File: src/rtl/seq_detect_ctrl.sv
// seq_detect_ctrl
// Word-to-serial controller with a programmable pattern matcher. Parallel words are
// accepted over valid/ready, shifted out MSB-first on a/a_vld, and the resulting bit
// stream is compared against a 1..PAT_MAX bit pattern. Each match produces a one-cycle
// op pulse and bumps a saturating counter. The bit history carries over between words,
// so a pattern that spans a word boundary is still detected.
module seq_detect_ctrl #(
  parameter int DATA_W  = 8,
  parameter int PAT_MAX = 8,
  parameter int CNT_W   = 8,
  localparam int LEN_W  = $clog2(PAT_MAX) + 1,
  localparam int IDX_W  = (DATA_W > 1) ? $clog2(DATA_W) : 1
) (
  input  logic               clk,
  input  logic               rst,
  input  logic               cfg_we,
  input  logic [PAT_MAX-1:0] cfg_pattern,
  input  logic [LEN_W-1:0]   cfg_len,
  input  logic               cfg_overlap,
  output logic               cfg_err,
  input  logic               in_valid,
  output logic               in_ready,
  input  logic [DATA_W-1:0]  in_data,
  output logic               a,
  output logic               a_vld,
  output logic               op,
  output logic [CNT_W-1:0]   match_cnt,
  output logic               busy
);

  localparam logic [1:0] UNCFG = 2'd0;
  localparam logic [1:0] IDLE  = 2'd1;
  localparam logic [1:0] SHIFT = 2'd2;

  logic [1:0]         state_r;
  logic [DATA_W-1:0]  word_r;
  logic [IDX_W-1:0]   idx_r;
  logic [PAT_MAX-1:0] hist_r;
  logic [LEN_W-1:0]   fill_r;
  logic [PAT_MAX-1:0] pat_r;
  logic [LEN_W-1:0]   len_r;
  logic               overlap_r;
  logic               op_r;
  logic               cfg_err_r;
  logic [CNT_W-1:0]   cnt_r;

  logic               bit_s;
  logic [PAT_MAX-1:0] hist_next_s;
  logic [LEN_W-1:0]   fill_next_s;
  logic [PAT_MAX-1:0] mask_s;
  logic               hit_s;
  logic               cfg_ok_s;

  // Next history/fill values and match decision for the current shift edge.
  always_comb begin
    bit_s       = word_r[idx_r];
    hist_next_s = {hist_r[PAT_MAX-2:0], bit_s};
    if (fill_r == LEN_W'(PAT_MAX)) begin
      fill_next_s = fill_r;
    end else begin
      fill_next_s = fill_r + LEN_W'(1);
    end
    mask_s = '0;
    for (int i = 0; i < PAT_MAX; i++) begin
      mask_s[i] = (LEN_W'(i) < len_r);
    end
    hit_s    = (state_r == SHIFT) && (fill_next_s >= len_r) &&
               ((hist_next_s & mask_s) == (pat_r & mask_s));
    cfg_ok_s = (cfg_len != LEN_W'(0)) && (cfg_len <= LEN_W'(PAT_MAX));
  end

  // Controller state, configuration, serializer and match bookkeeping.
  always_ff @(posedge clk or posedge rst) begin
    if (rst) begin
      state_r   <= UNCFG;
      word_r    <= '0;
      idx_r     <= '0;
      hist_r    <= '0;
      fill_r    <= '0;
      pat_r     <= '0;
      len_r     <= '0;
      overlap_r <= 1'b0;
      op_r      <= 1'b0;
      cfg_err_r <= 1'b0;
      cnt_r     <= '0;
    end else begin
      op_r      <= 1'b0;
      cfg_err_r <= 1'b0;
      case (state_r)
        UNCFG, IDLE: begin
          if (cfg_we) begin
            // Config has priority over a word offered in the same cycle.
            if (cfg_ok_s) begin
              pat_r     <= cfg_pattern;
              len_r     <= cfg_len;
              overlap_r <= cfg_overlap;
              hist_r    <= '0;
              fill_r    <= '0;
              cnt_r     <= '0;
              state_r   <= IDLE;
            end else begin
              cfg_err_r <= 1'b1;
            end
          end else if ((state_r == IDLE) && in_valid) begin
            word_r  <= in_data;
            idx_r   <= IDX_W'(DATA_W - 1);
            state_r <= SHIFT;
          end else begin
            state_r <= state_r;
          end
        end
        SHIFT: begin
          if (cfg_we) begin
            cfg_err_r <= 1'b1;
          end else begin
            cfg_err_r <= 1'b0;
          end
          hist_r <= hist_next_s;
          if (hit_s) begin
            op_r <= 1'b1;
            if (cnt_r != {CNT_W{1'b1}}) begin
              cnt_r <= cnt_r + CNT_W'(1);
            end else begin
              cnt_r <= cnt_r;
            end
            // Without overlap the next match must be built from fresh bits.
            fill_r <= overlap_r ? fill_next_s : LEN_W'(0);
          end else begin
            fill_r <= fill_next_s;
          end
          if (idx_r == IDX_W'(0)) begin
            state_r <= IDLE;
          end else begin
            idx_r <= idx_r - IDX_W'(1);
          end
        end
        default: begin
          state_r <= UNCFG;
        end
      endcase
    end
  end

  assign in_ready  = (state_r == IDLE);
  assign busy      = (state_r == SHIFT);
  assign a_vld     = (state_r == SHIFT);
  assign a         = (state_r == SHIFT) & word_r[idx_r];
  assign op        = op_r;
  assign cfg_err   = cfg_err_r;
  assign match_cnt = cnt_r;

endmodule
File: config.mk
export PLATFORM = sky130hd
export DESIGN_NAME = seq_detect_ctrl
export DESIGN_NICKNAME = d
export VERILOG_FILES = /design/src/rtl/seq_detect_ctrl.sv
export SDC_FILE = /design/constraint.sdc
export NUM_CORES = 1
export LEC_CHECK = 0
export CORE_MARGIN = 3
export CORE_UTILIZATION = 57
export CTS_CLUSTER_DIAMETER = 60
export DETAILED_ROUTE_END_ITERATION = 8
export PLACE_DENSITY = 0.91
export SETUP_SLACK_MARGIN = 0.4
export SYNTH_ARGS = -nofsm -noshare
export SYNTH_HDL_FRONTEND = slang
export SYNTH_SLANG_ARGS = --single-unit
File: constraint.sdc
create_clock -name clk -period 5.3 [get_ports clk]
set_clock_uncertainty 0.05 [all_clocks]
set_input_delay 0.53 -clock clk [delete_from_list [all_inputs] [get_ports clk]]
set_output_delay 0.53 -clock clk [all_outputs]
set_load 0.01 [all_outputs]
==> results.md <==
* Final Cell Area at 3012 sq um
* Final setup viols at 0
* Status: complete, no violations
* Pwr/cell area at roughly 450 nW/um^2
* Count leader, synth: nand2_1
* Yosys top cell by area: dfrtp_1
* WL final at approximately 5300 microns
* IO Port Bufs at 38
* Period utilization at between 60 and 70%
* Total power at approximately 1.4 mW
* Initial antenna violation count at 0
* PnR worst setup slack at roughly 2 ns
* P_leak at about 1.3 nW
* Post-route antenna net violation count at 0
* Vias in the first global route at 1900
* Placed instance area at between 2000 and 3000 sq um
* Clock Root Buffer: clkbuf_8
* RSZ-0062 raised after global routing: no
* Mux cell area share after synthesis at around 8.6%
* Num CTS Buffers at 5
* Pre-CTS WS at about 2.2 ns
* Core box area at around 4000 sq um
* XOR/XNOR Fraction of Synth Area at 3.889%
* Mapped Area at 2477 sq um
* Area grow syn2layout at 21.57%
* Ys async rst share at 100.0%
* GRT met2 Usage at about a third
* Clock Latency Late Sink at roughly 0.3 ns
* CTS tree: done
* Max Buffers Root-to-Sink at 2
* Max_cap viols at 0
* Final Util at between 70% and 80%
* M3 GR Usage at 5.125%
* Clock slew at reported path FFs at approximately 0.090 ns
* # H-tree levels at 2
* Max_slew headroom at 43.17%
* Vias at 2006
* Post-synth top flop: dfrtp_1
* Post-detail-place hpwl at ~3700 microns
* Vias per cell at a little under 6
* Hold_buf cts at 0
* CP Max Fanout at 21
* Critical Path Source Type: flop
* Critical setup path kind: reg -> reg
* M1 GR Usage at between 20% and 30%
* Residual DRC at 0
* Post-route minimum period at 3.263 ns
* Overall routing resource usage at between 20% and 30%
* Post-Syn Instances at about 250
* Int Pwr at between 0.8 and 0.9 mW
* F_max at between 300 and 400 MHz
* Worst hold path class: reg -> reg
* Grt total ovfl at 0
* Post-CTS setup buffer count at 0
* Top cell type's share of synthesized area at 47.47%
* Sequential area share after synthesis at about 47%
* Routability-driven placement congestion ratio at between 0.8 and 0.9
* Clk pwr share at between 10% and 20%
* Synth Area in Simple Gates at between 20% and 30%
* First-pass GRT wire length at 8763 microns
* Synthesized flop and latch total at 47
* Global routing's busiest layer: met2
* Reg power frac at 41.8%
* Critical path arrival at 3.38 ns
* Num ports at 39
* First-iteration detailed-routing DRC count at approximately 130
* DR WL/cell at 15.52 microns
* DRT Pass-1 Iters at 4
* Commonest cells in the netlist: nand2_1 (52), dfrtp_1 (47), inv_1 (16)
* EDFF count, synth at 0
* Row count at 23
* Distinct cells, synth at 48
* Die area at between 5000 and 6000 sq um
* Sw Ratio at around 35%
* Setup TNS at 0 ns
* Final Slew Violations at 0
* Worst Path Required at 5.42 ns
* # clock sinks at between 40 and 50
* Fin. Hold Viols at 0
* # diodes at 0
* Crit end category: flop
* Final #Nets at approximately 320
* Synth Net Count at between 200 and 300
* Complex-gate fraction of the synthesized area at 10.10%
* Largest net degree at the start of global routing at between 40 and 50
* Initial Util at 60.62%
* Fill cell count at roughly 270
* Syn Area/Cell at 9.831 sq um
* Share of layout cells above drive strength 1 at 9.655%
* Combinational power share at 38.3%
* Post-CTS sizing at 0
* Largest family of logic cells by synthesized area: simple AND/OR/NAND/NOR gates
* Die Width at 71.93 microns
* Die height at ~72 microns
* Switching pwr at 0.4845 mW
* Yosys Warn Count at 0
* Max VDD drop at around 250 uV
* Worst-Margin Slew at between 0.8 and 0.9 ns
* Adder-Cell Fraction of Synth Area at around 4.5%
* Area contributors post-synth: dfrtp_1 (47%), nand2_1 (7.9%), ha_1 (4.5%)
registers in the layout, indices dropped and copies added, names as in the netlist, 2 cells and up:
name / flops
match_cnt: 8
idx_r: 3
fill_r: 4
word_r: 8
pat_r: 8
len_r: 4
state_r: 2
hist_r: 7
cell families after synthesis:
group / count (synthesis)
and+or+nand+nor: 108
xor gates and xnor gates: 11
AOI/OAI and AO/OA: 35
adders and majority gates: 9
DFF: 47
muxes: 16
buffers and inverters: 26
routing by layer:
| layer | up-vias | wire [microns] |
|---|---|---|
| li1 | 955 | - |
| met2 | 82 | 2618 |
| met3 | 14 | 279 |
| met4 | 0 | 134 |
| met1 | 955 | 2246 |
| met5 | - | 0 |
cells in the final DEF (no fill, tap or decap), types with 4 or more instances in the layout:
| cell | Yosys | final |
|---|---|---|
| nand4_1 | 6 | 6 |
| ha_1 | 9 | 9 |
| nand2_1 | 52 | 52 |
| nor3_1 | 4 | 4 |
| xnor2_1 | 7 | 7 |
| o21ai_0 | 11 | 11 |
| or3_1 | 4 | 4 |
| nand2b_1 | 4 | 4 |
| clkbuf_8 | 0 | 6 |
| o211ai_1 | 5 | 5 |
| inv_1 | 16 | 15 |
| dfrtp_1 | 47 | 47 |
| xor2_1 | 4 | 4 |
| clkdlybuf4s50_1 | 0 | 38 |
| nor2_1 | 11 | 11 |
| mux2_2 | 8 | 8 |
| nor2b_1 | 4 | 4 |
| nand3_1 | 7 | 7 |
| mux2i_1 | 4 | 4 |
power groups by stage:
stage | clock (mW) | sequential (mW) | combinational [mW]
6_report | 0.273 | 0.572 | 0.524
5_1_grt | 0.290 | 0.586 | 0.584
4_1_cts | 0.274 | 0.570 | 0.524
3_5_place_dp | 0 | 0.577 | 0.516
3_3_place_gp | 0 | 0.571 | 0.498
2_1_floorplan | 0 | 0.552 | 0.392
final cells by class:
class                           instances  area [sq um]  share of cell area (%)
Tap cell                               50         62.56                   2.077
Inverter                               16         60.06                   1.994
Clock buffer                            6         82.58                   2.742
Timing Repair Buffer                   40         395.4                   13.13
Multi-Input combinational cell        179          1200                   39.84
Clock inverter                          2         35.03                   1.163
Sequential cell                        47          1176                   39.05
through the flow:
stage                     cells  hold slack [ns]
final                       340           0.4575
after global routing        340           0.4758
after CTS                   340           0.4555
after detailed placement    332           0.4362
after global placement      332           0.4308
after floorplan             252           0.3966
critical path, cell delays in order (launching register included):
cell      delay [ns]
dfrtp_1         0.40
nand2b_1        0.46
inv_1           0.67
o221ai_1        0.27
nor4_1          0.69
a41o_1          0.44
o211ai_1        0.15
worst paths after layout:
path	startpoint	endpoint	slack [ns]	cells after the start
max	state_r[0]	match_cnt[5]	2.04	6
min	word_r[2]	word_r[2]	0.46	1
max reg2reg	state_r[0]	match_cnt[5]	2.04	6
min reg2reg	word_r[2]	word_r[2]	0.46	1
max in group asynchronous	rst	hist_r[4]	4.19	3
min in group asynchronous	rst	hist_r[1]	0.63	3
Power figures use the tool's default switching activity.
